File: config.mk
export PLATFORM = sky130hd
export DESIGN_NAME = led_seq_ctrl
export DESIGN_NICKNAME = d
export VERILOG_FILES = /design/src/rtl/led_ctrl_pkg.sv /design/src/rtl/led_seq_ctrl_debounce.sv /design/src/rtl/led_seq_ctrl.sv
export SDC_FILE = /design/constraint.sdc
export NUM_CORES = 1
export LEC_CHECK = 0
export CAP_MARGIN = 25
export CORE_MARGIN = 1
export CORE_UTILIZATION = 46
export CTS_CLUSTER_DIAMETER = 200
export DETAILED_ROUTE_END_ITERATION = 6
export HOLD_SLACK_MARGIN = 0.08
export PLACE_DENSITY = 0.73
export RECOVER_POWER = 100
export SKIP_LAST_GASP = 1
export SYNTH_ARGS = -nofsm -noshare
export SYNTH_HDL_FRONTEND = slang
export SYNTH_SLANG_ARGS = --single-unit
File: constraint.sdc
create_clock -name clk -period 1.34 [get_ports clk]
set_input_delay 0.201 -clock clk [delete_from_list [all_inputs] [get_ports clk]]
set_output_delay 0.201 -clock clk [all_outputs]
set_load 0.1 [all_outputs]
File: src/rtl/led_ctrl_pkg.sv
// Shared encodings for the LED sequencer: pattern modes, ping-pong direction
// and the run/pause state type.
package led_ctrl_pkg;

  localparam logic [1:0] MODE_ROL  = 2'b00;
  localparam logic [1:0] MODE_ROR  = 2'b01;
  localparam logic [1:0] MODE_PING = 2'b10;
  localparam logic [1:0] MODE_HOLD = 2'b11;

  localparam logic DIR_LEFT  = 1'b0;
  localparam logic DIR_RIGHT = 1'b1;

  typedef enum logic {
    PAUSED = 1'b0,
    RUN    = 1'b1
  } run_state_t;

endpackage

File: src/rtl/led_seq_ctrl_debounce.sv
// Push-button conditioning: two-flop synchronizer, stability counter and
// a same-cycle strobe for the debounced 0->1 transition.
module button_debounce #(
  parameter int DB_CYCLES = 3
) (
  input  logic clk,
  input  logic rst,
  input  logic raw_in,
  output logic level_out,
  output logic rise_pulse
);

  localparam int CW = (DB_CYCLES > 1) ? $clog2(DB_CYCLES) : 1;

  logic          s1;
  logic          s2;
  logic [CW-1:0] cnt;
  logic          accept;

  // The level flips on the edge closing this cycle, so the strobe lines up
  // with the debounced level change rather than trailing it by a cycle.
  assign accept     = (s2 != level_out) && (cnt == CW'(DB_CYCLES - 1));
  assign rise_pulse = accept && s2;

  // NOTE: non-blocking assignments make s2 take the previous s1; blocking
  // ones here would collapse the synchronizer into a single flop.
  always_ff @(posedge clk or posedge rst) begin
    if (rst) begin
      s1        <= 1'b0;
      s2        <= 1'b0;
      cnt       <= '0;
      level_out <= 1'b0;
    end else begin
      s1 <= raw_in;
      s2 <= s1;
      if (s2 == level_out) begin
        cnt <= '0;
      end else if (accept) begin
        level_out <= s2;
        cnt       <= '0;
      end else begin
        cnt <= cnt + CW'(1);
      end
    end
  end

endmodule

File: src/rtl/led_seq_ctrl.sv
// LED pattern sequencer: run/pause toggled by debounced presses, prescaled
// step tick, and rotate-left / rotate-right / ping-pong / hold patterns.
module led_seq_ctrl
  import led_ctrl_pkg::*;
#(
  parameter int WIDTH     = 8,
  parameter int DIV       = 4,
  parameter int DB_CYCLES = 3
) (
  input  logic             clk,
  input  logic             rst,
  input  logic             button,
  input  logic [1:0]       mode,
  output logic [WIDTH-1:0] led,
  output logic             running,
  output logic             tick
);

  localparam int PW = (DIV > 1) ? $clog2(DIV) : 1;

  run_state_t       state;
  run_state_t       state_next;
  logic [PW-1:0]    presc;
  logic [PW-1:0]    presc_next;
  logic             dir;
  logic             dir_next;
  logic [WIDTH-1:0] led_next;
  logic [WIDTH-1:0] led_rol;
  logic [WIDTH-1:0] led_ror;
  logic             btn_level;
  logic             btn_rise;
  logic             press;

  button_debounce #(
    .DB_CYCLES (DB_CYCLES)
  ) u_debounce (
    .clk        (clk),
    .rst        (rst),
    .raw_in     (button),
    .level_out  (btn_level),
    .rise_pulse (btn_rise)
  );

  assign press   = btn_rise && !btn_level;
  assign running = (state == RUN);
  assign tick    = running && (presc == PW'(DIV - 1));
  assign led_rol = {led[WIDTH-2:0], led[WIDTH-1]};
  assign led_ror = {led[0], led[WIDTH-1:1]};

  // NOTE: every output of this block gets a default first, so no path
  // leaves a signal unassigned and no latch is inferred.
  always_comb begin
    state_next = state;
    presc_next = '0;
    led_next   = led;
    dir_next   = dir;

    if (press) begin
      state_next = (state == RUN) ? PAUSED : RUN;
    end

    // Counting only while staying in RUN keeps the prescaler at zero on the
    // resume edge, so the first step lands DIV edges after running rises.
    if (state == RUN && state_next == RUN) begin
      presc_next = tick ? '0 : presc + PW'(1);
    end

    if (tick) begin
      unique case (mode)
        MODE_ROL: led_next = led_rol;
        MODE_ROR: led_next = led_ror;
        MODE_PING: begin
          if (dir == DIR_LEFT && led[WIDTH-1]) begin
            dir_next = DIR_RIGHT;
            led_next = led_ror;
          end else if (dir == DIR_RIGHT && led[0]) begin
            dir_next = DIR_LEFT;
            led_next = led_rol;
          end else begin
            led_next = (dir == DIR_LEFT) ? led_rol : led_ror;
          end
        end
        MODE_HOLD: led_next = led;
        default:   led_next = led;
      endcase
    end
  end

  always_ff @(posedge clk or posedge rst) begin
    if (rst) begin
      state <= PAUSED;
      presc <= '0;
      led   <= WIDTH'(1);
      dir   <= DIR_LEFT;
    end else begin
      state <= state_next;
      presc <= presc_next;
      led   <= led_next;
      dir   <= dir_next;
    end
  end

endmodule

==> results of run 1 <==
==> worst max-delay path: stages, from the launching register on <==
cell and delay, ns:
dfstp_4 0.67, buf_6 0.11, buf_12 0.16
==> routing by layer <==
metal,vias up,track usage (%)
met1,368,24.52
met4,0,5.143
met3,2,5.000
li1,376,-
met5,-,0
met2,19,35.56
==> per-stage QoR <==
step | utilization, % | cells | instance area, µm²
2_1_floorplan | - | 91 | 950.9
3_3_place_gp | 71.39 | 139 | 1286
3_5_place_dp | 71.39 | 139 | 1286
4_1_cts | 74.65 | 144 | 1345
5_1_grt | 71.60 | 145 | 1290
6_report | 71.60 | 145 | 1290
==> power by group through the flow <==
stage | logic (mW) | registers, mW | clock network [mW]
CTS | 2.00 | 0.986 | 0.272
global placement | 1.95 | 0.981 | 0
detailed placement | 1.98 | 0.988 | 0
global route | 1.85 | 0.960 | 0.290
finish | 1.76 | 0.932 | 0.269
floorplan | 0.444 | 1.75 | 0
==> kinds of logic after synthesis <==
group,after synthesis
mux,2
flops,17
fa+ha+maj,5
compound gates,24
buf+inv,11
simple gates,31
xor+xnor,1
==> registers in the layout, indices dropped and copies added (netlist names) <==
name	cells
led	8
presc	2
u_debounce.cnt	2
dir	1
running	1
u_debounce.level_out	1
u_debounce.s1	1
u_debounce.s2	1
==> cells in the mapped netlist (all sizes together) <==
cell	count	area share (%)
dfrtp	16	43
a31oi	9	6.1
nor2	8	3.2
o21ai	8	4.7
inv	7	2.8
nand2	6	2.4
ha	5	6.7
a21oi	3	2.0
and2	3	2.0
buf	3	3.6
mux2	2	2.4
nand2b	2	1.3
nand3b	2	1.6
nor2b	2	2.2
nor3	2	1.1
nor3b	2	1.6
a221oi	1	1.6
a41oi	1	0.94
and2b	1	0.81
clkbuf	1	0.40
dfstp	1	2.8
o22ai	1	0.68
o31ai	1	2.3
or2	1	0.68
or3	1	0.68
or3b	1	0.94
xnor2	1	0.94
==> what timing repair did <==
| item | 4_1_cts | 5_1_grt |
|---|---|---|
| buffers inserted | 1 | 1 |
| gates cloned | 0 | 0 |
| endpoints found under the setup margin | 10 | 10 |
| pin swaps | 4 | 6 |
| resized for setup | 9 | 9 |
==> path summary, 6_finish.rpt <==
check                                                   end  cells after the start                     from  slack, ns
min in group clk                    u_debounce.s2$_DFF_PP0_                      0  u_debounce.s1$_DFF_PP0_       0.36
worst max-delay path                                 led[0]                      2       led[0]$_DFFE_PP1P_      -0.09
worst min-delay path                     presc[0]$_DFF_PP0_                      2                      rst       0.27
worst max register to register           led[0]$_DFFE_PP1P_                      4       led[0]$_DFFE_PP1P_      -0.06
max in group asynchronous       u_debounce.cnt[1]$_DFF_PP0_                      3                      rst       0.29
worst min register to register      u_debounce.s2$_DFF_PP0_                      0  u_debounce.s1$_DFF_PP0_       0.36
==> final cells by class <==
type	count	share of cell area, %
clock buffer	3	1.746
clock inverter	1	0.3880
inverter	7	2.037
multi-input combinational	63	37.54
sequential	17	33.85
tap	25	2.425
timing repair buffer	29	22.02
==> flow_summary.ini, run 1 <==
[job]
max_cap_viol_count = 0

[placement]
hpwlAfterDp_mm = 1.408
gp_congestion = 0.8914
placement.io_buffers = 14
dp_slack_ns = -0.4960

[power]
internal-power_mw = 1.363
leakagePower_nw = 0.5717
power_frac_comb_pct = 59.4
pwr-share-clk_pct = 9.1
power.total_mw = 2.960
seqPwrFrac_pct = 31.5
p_switching_mw = 1.597
p_per_area_nw_per_um2 = 2295
ir_drop_mv = 1.380
switching_share_pct = 53.96

[logic_synthesis]
yosysSeqAreaShare_pct = 46.02
synth-compound-area-share_pct = 18.35
synth.distinct_cells = 30
synth_top_family_by_area = simple AND/OR/NAND/NOR gates
synth_fp_nets = 101
post_synth_instance_area_um2 = 927.1
yosysWarnings = 0
synth_xor_area_share_pct = 0.9447
yosys.area_share.simple_pct = 18.62
synth_fa_ha_area_share_pct = 6.748
syn_inst = 91
postSynthAreaPerCell_um2 = 10.19
yosys-mux-area-fraction_pct = 2.429
ys_seq_elements = 17

[clock_tree]
clock-sinks = 17
cts_hold_buffers = 0
worstSkewPairLatency_ns = 0.29
clockBufferDepth = 2
clk_pin_slew_worst_paths_ns = 0.09
cts_buffers = 3
htreeDepth = 1
cts_tree = yes
root_buffer = clkbuf_4

[sta]
worst_slew_pin_slew_ns = 0.5811
hold_viol = 0
finClkSkew_ns = 0.005416
fin_setup_tns_ns = -0.2078
fin_ws_ns = -0.08703
post-route-min-period_ns = 1.427
maxSlewViolCount = 0
rsz0062_at_grt = true
setup_viol = 4
fin_crit_sh_pct = 106.5
fmax_mhz = 700.8
slew_headroom_pct = 61.26
whs_ns = 0.2721

[global_route]
grt_max_degree = 13
antenna_found_initial = 0
grt_usage_pct = 20.14
grt-ovfl-total = 0
grt_first_pass_wirelength_mm = 3.105
grt_pass1_vias = 728

[floorplanning]
ios = 15
rows = 15
dieArea_um2 = 2199
die_h_um = 46.90
start_util_pct = 51.46
fp.dieW_um = 46.90
core_um2 = 1802

[layout]
multi_input_area_um2 = 484.2
seq_area_um2 = 436.7
nets = 131
fill_cells = 140
drive_gt1_share_pct = 39.17
diodes = 0
final_cell_mix = 13 x dfrtp_1, 12 x buf_4, 9 x a31oi_1
final_common_cell = dfrtp_1
area_growth_pct = 39.14

[status]
failed_checks = negative setup slack
outcome = finished, violations left

[setup_path]
required_ns = 1.14
crit_fanout = 6
worstSetupStartpointType = flop
end_kind = primary output
worstPathArrival_ns = 1.23
criticalPathCategory = reg -> out

[detailed_routing]
wl_met2_mm = 1.015
avgRoutedWirePerCell_um = 13.62
ant_nets = 0
routed_wl_mm = 1.975
drt_iter0_drc = 26
drt-met1-wl_um = 879
drt-pass1-iter-count = 4
wl_met3_um = 67
top_layer = met4
drcViolationCount = 0
via_per_inst = 5.276
via_count = 765

[hold_path]
hold_path_class = in -> async
Note: power is estimated with default switching activity, not from simulation.
==> inputs of run 2 (changes only) <==
Settings changed: CORE_UTILIZATION 46 to 55, PLACE_DENSITY 0.73 to 0.82.
Clock period 1.34 ns to 1.75 ns, I/O delays scaled along.
==> run 2 against run 1 <==
Sequential power is 24% lower. Sequential share of layout area is 4.1 points higher. Largest power group unchanged. Global-route usage increased by 3.4 points. Power down 28%. Sequential cell count did not move. Clock-buffer cell count is 1 higher. Combinational power decreased by 31%. The run now ends clean. Clock power is 24% lower. Setup slack improved by 0.20 ns.
==> flow_summary.ini, run 2 (same netlist as run 1, synthesis figures left out) <==
[job]
max_cap_viol_count = 0

[floorplanning]
rows = 14
fp.dieW_um = 43.06
dieArea_um2 = 1854
die_h_um = 43.06
start_util_pct = 60.15
core_um2 = 1541
ios = 15

[setup_path]
worstPathArrival_ns = 1.84
worstSetupStartpointType = input pin
crit_fanout = 9
end_kind = flop
required_ns = 1.95
criticalPathCategory = in -> reg

[detailed_routing]
ant_nets = 0
via_count = 779
routed_wl_mm = 1.907
via_per_inst = 5.992
drcViolationCount = 0
drt-pass1-iter-count = 4
drt_iter0_drc = 28
avgRoutedWirePerCell_um = 14.67

[clock_tree]
cts_hold_buffers = 0
worstSkewPairLatency_ns = 0.29
clock-sinks = 17
htreeDepth = 1
cts_tree = yes
clk_pin_slew_worst_paths_ns = 0.10
cts_setup_buffers = 0
root_buffer = clkbuf_4
cts_buffers = 3
cts_resized = 0
clockBufferDepth = 2

[placement]
placement.io_buffers = 14
postPlaceCellArea_um2 = 1222
hpwlAfterDp_mm = 1.481
dp.cells = 126
gp_congestion = 0.9071

[power]
ir_drop_mv = 1.521
leakagePower_nw = 0.5029
p_per_area_nw_per_um2 = 1879

[sta]
setup_viol = 0
maxSlewViolCount = 0
slew_headroom_pct = 64.12
fmax_mhz = 609.9
worst_slew_pin_slew_ns = 0.5382
whs_ns = 0.3428
rsz0062_at_grt = false
fin_crit_sh_pct = 93.69
post-route-min-period_ns = 1.640
finClkSkew_ns = 0.008335
hold_viol = 0

[global_route]
grt_first_pass_wirelength_mm = 3.215
grt_pass1_vias = 765
antenna_found_initial = 0
grt_usage_pct = 23.57
grt-ovfl-total = 0
grt_max_degree = 11

[layout]
top_register = led
area_growth_pct = 22.40
diodes = 0
stdcell_count = 130
fin_area_um2 = 1135
drive_gt1_share_pct = 24.56
nets = 125
final_cell_mix = 15 x dfrtp_1, 9 x a31oi_1, 8 x nor2_1
largest_reg_flops = 8
reg_top3 = led (8), presc (2), u_debounce.cnt (2)
final_common_cell = dfrtp_1

[status]
outcome = finished clean

[hold_path]
hold_path_class = in -> async
## run 2: cell types whose count changed in the layout (fill, tap and decap cells not counted), sizes merged
| cell | change |
|---|---|
| buf | -10 |
| clkbuf | +5 |
| clkdlybuf4s50 | +2 |
| clkinv | -1 |
| dlygate4sd2 | -1 |
| dlymetal6s2s | -1 |
## run 2: through the flow
step	util [%]	power, mW	worst slack [ns]	setup TNS, ns
after floorplan	-	1.671	0.03880	0
after global placement	79.30	2.198	-0.1406	-0.7378
after detailed placement	79.30	2.240	-0.1779	-1.067
after CTS	81.01	2.452	0.1127	0
after global routing	73.62	2.254	0.06114	0
final	73.62	2.133	0.1104	0
## run 2: path summary, 6_finish.rpt
kind,from,cells after the start,slack [ns],end
setup reg to reg,presc[0]$_DFF_PP0_,6,0.15,led[7]$_DFFE_PP0P_
min in group clk,u_debounce.s1$_DFF_PP0_,0,0.36,u_debounce.s2$_DFF_PP0_
hold / removal,rst,2,0.34,led[1]$_DFFE_PP0P_
setup / recovery,mode[0],5,0.11,led[7]$_DFFE_PP0P_
max in group asynchronous,rst,3,0.64,u_debounce.level_out$_DFFE_PP0P_
hold reg to reg,u_debounce.s1$_DFF_PP0_,0,0.36,u_debounce.s2$_DFF_PP0_
## run 2: critical path: stages
cell,delay (ns)
clkdlybuf4s50_1,0.48
inv_1,0.05
ha_1,0.42
or3b_1,0.44
a31oi_1,0.19
## run 2: power breakdown
group	total, mW	switching [mW]	internal [mW]
Clock	0.205	0.116	0.0885
Combinational	1.22	0.916	0.305
Sequential	0.707	0.158	0.549
## run 2: metal layers
| layer | routed length (µm) | up-vias | part of all wire (%) | track usage, % |
|---|---|---|---|---|
| li1 | - | 364 | - | - |
| met1 | 729 | 379 | 38 | 27.22 |
| met2 | 1058 | 31 | 55 | 41.21 |
| met3 | 87 | 5 | 4.6 | 6.383 |
| met4 | 33 | 0 | 1.7 | 9.091 |
| met5 | 0 | - | 0 | 0 |
## run 2: final cells by class
class / count / area, µm²
Tap cell: 16 / 20.02
Sequential cell: 17 / 430.4
Multi-Input combinational cell: 63 / 436.7
Timing Repair Buffer: 23 / 195.2
Inverter: 7 / 26.28
Fill cell: 113 / 406.6
Clock buffer: 4 / 26.28
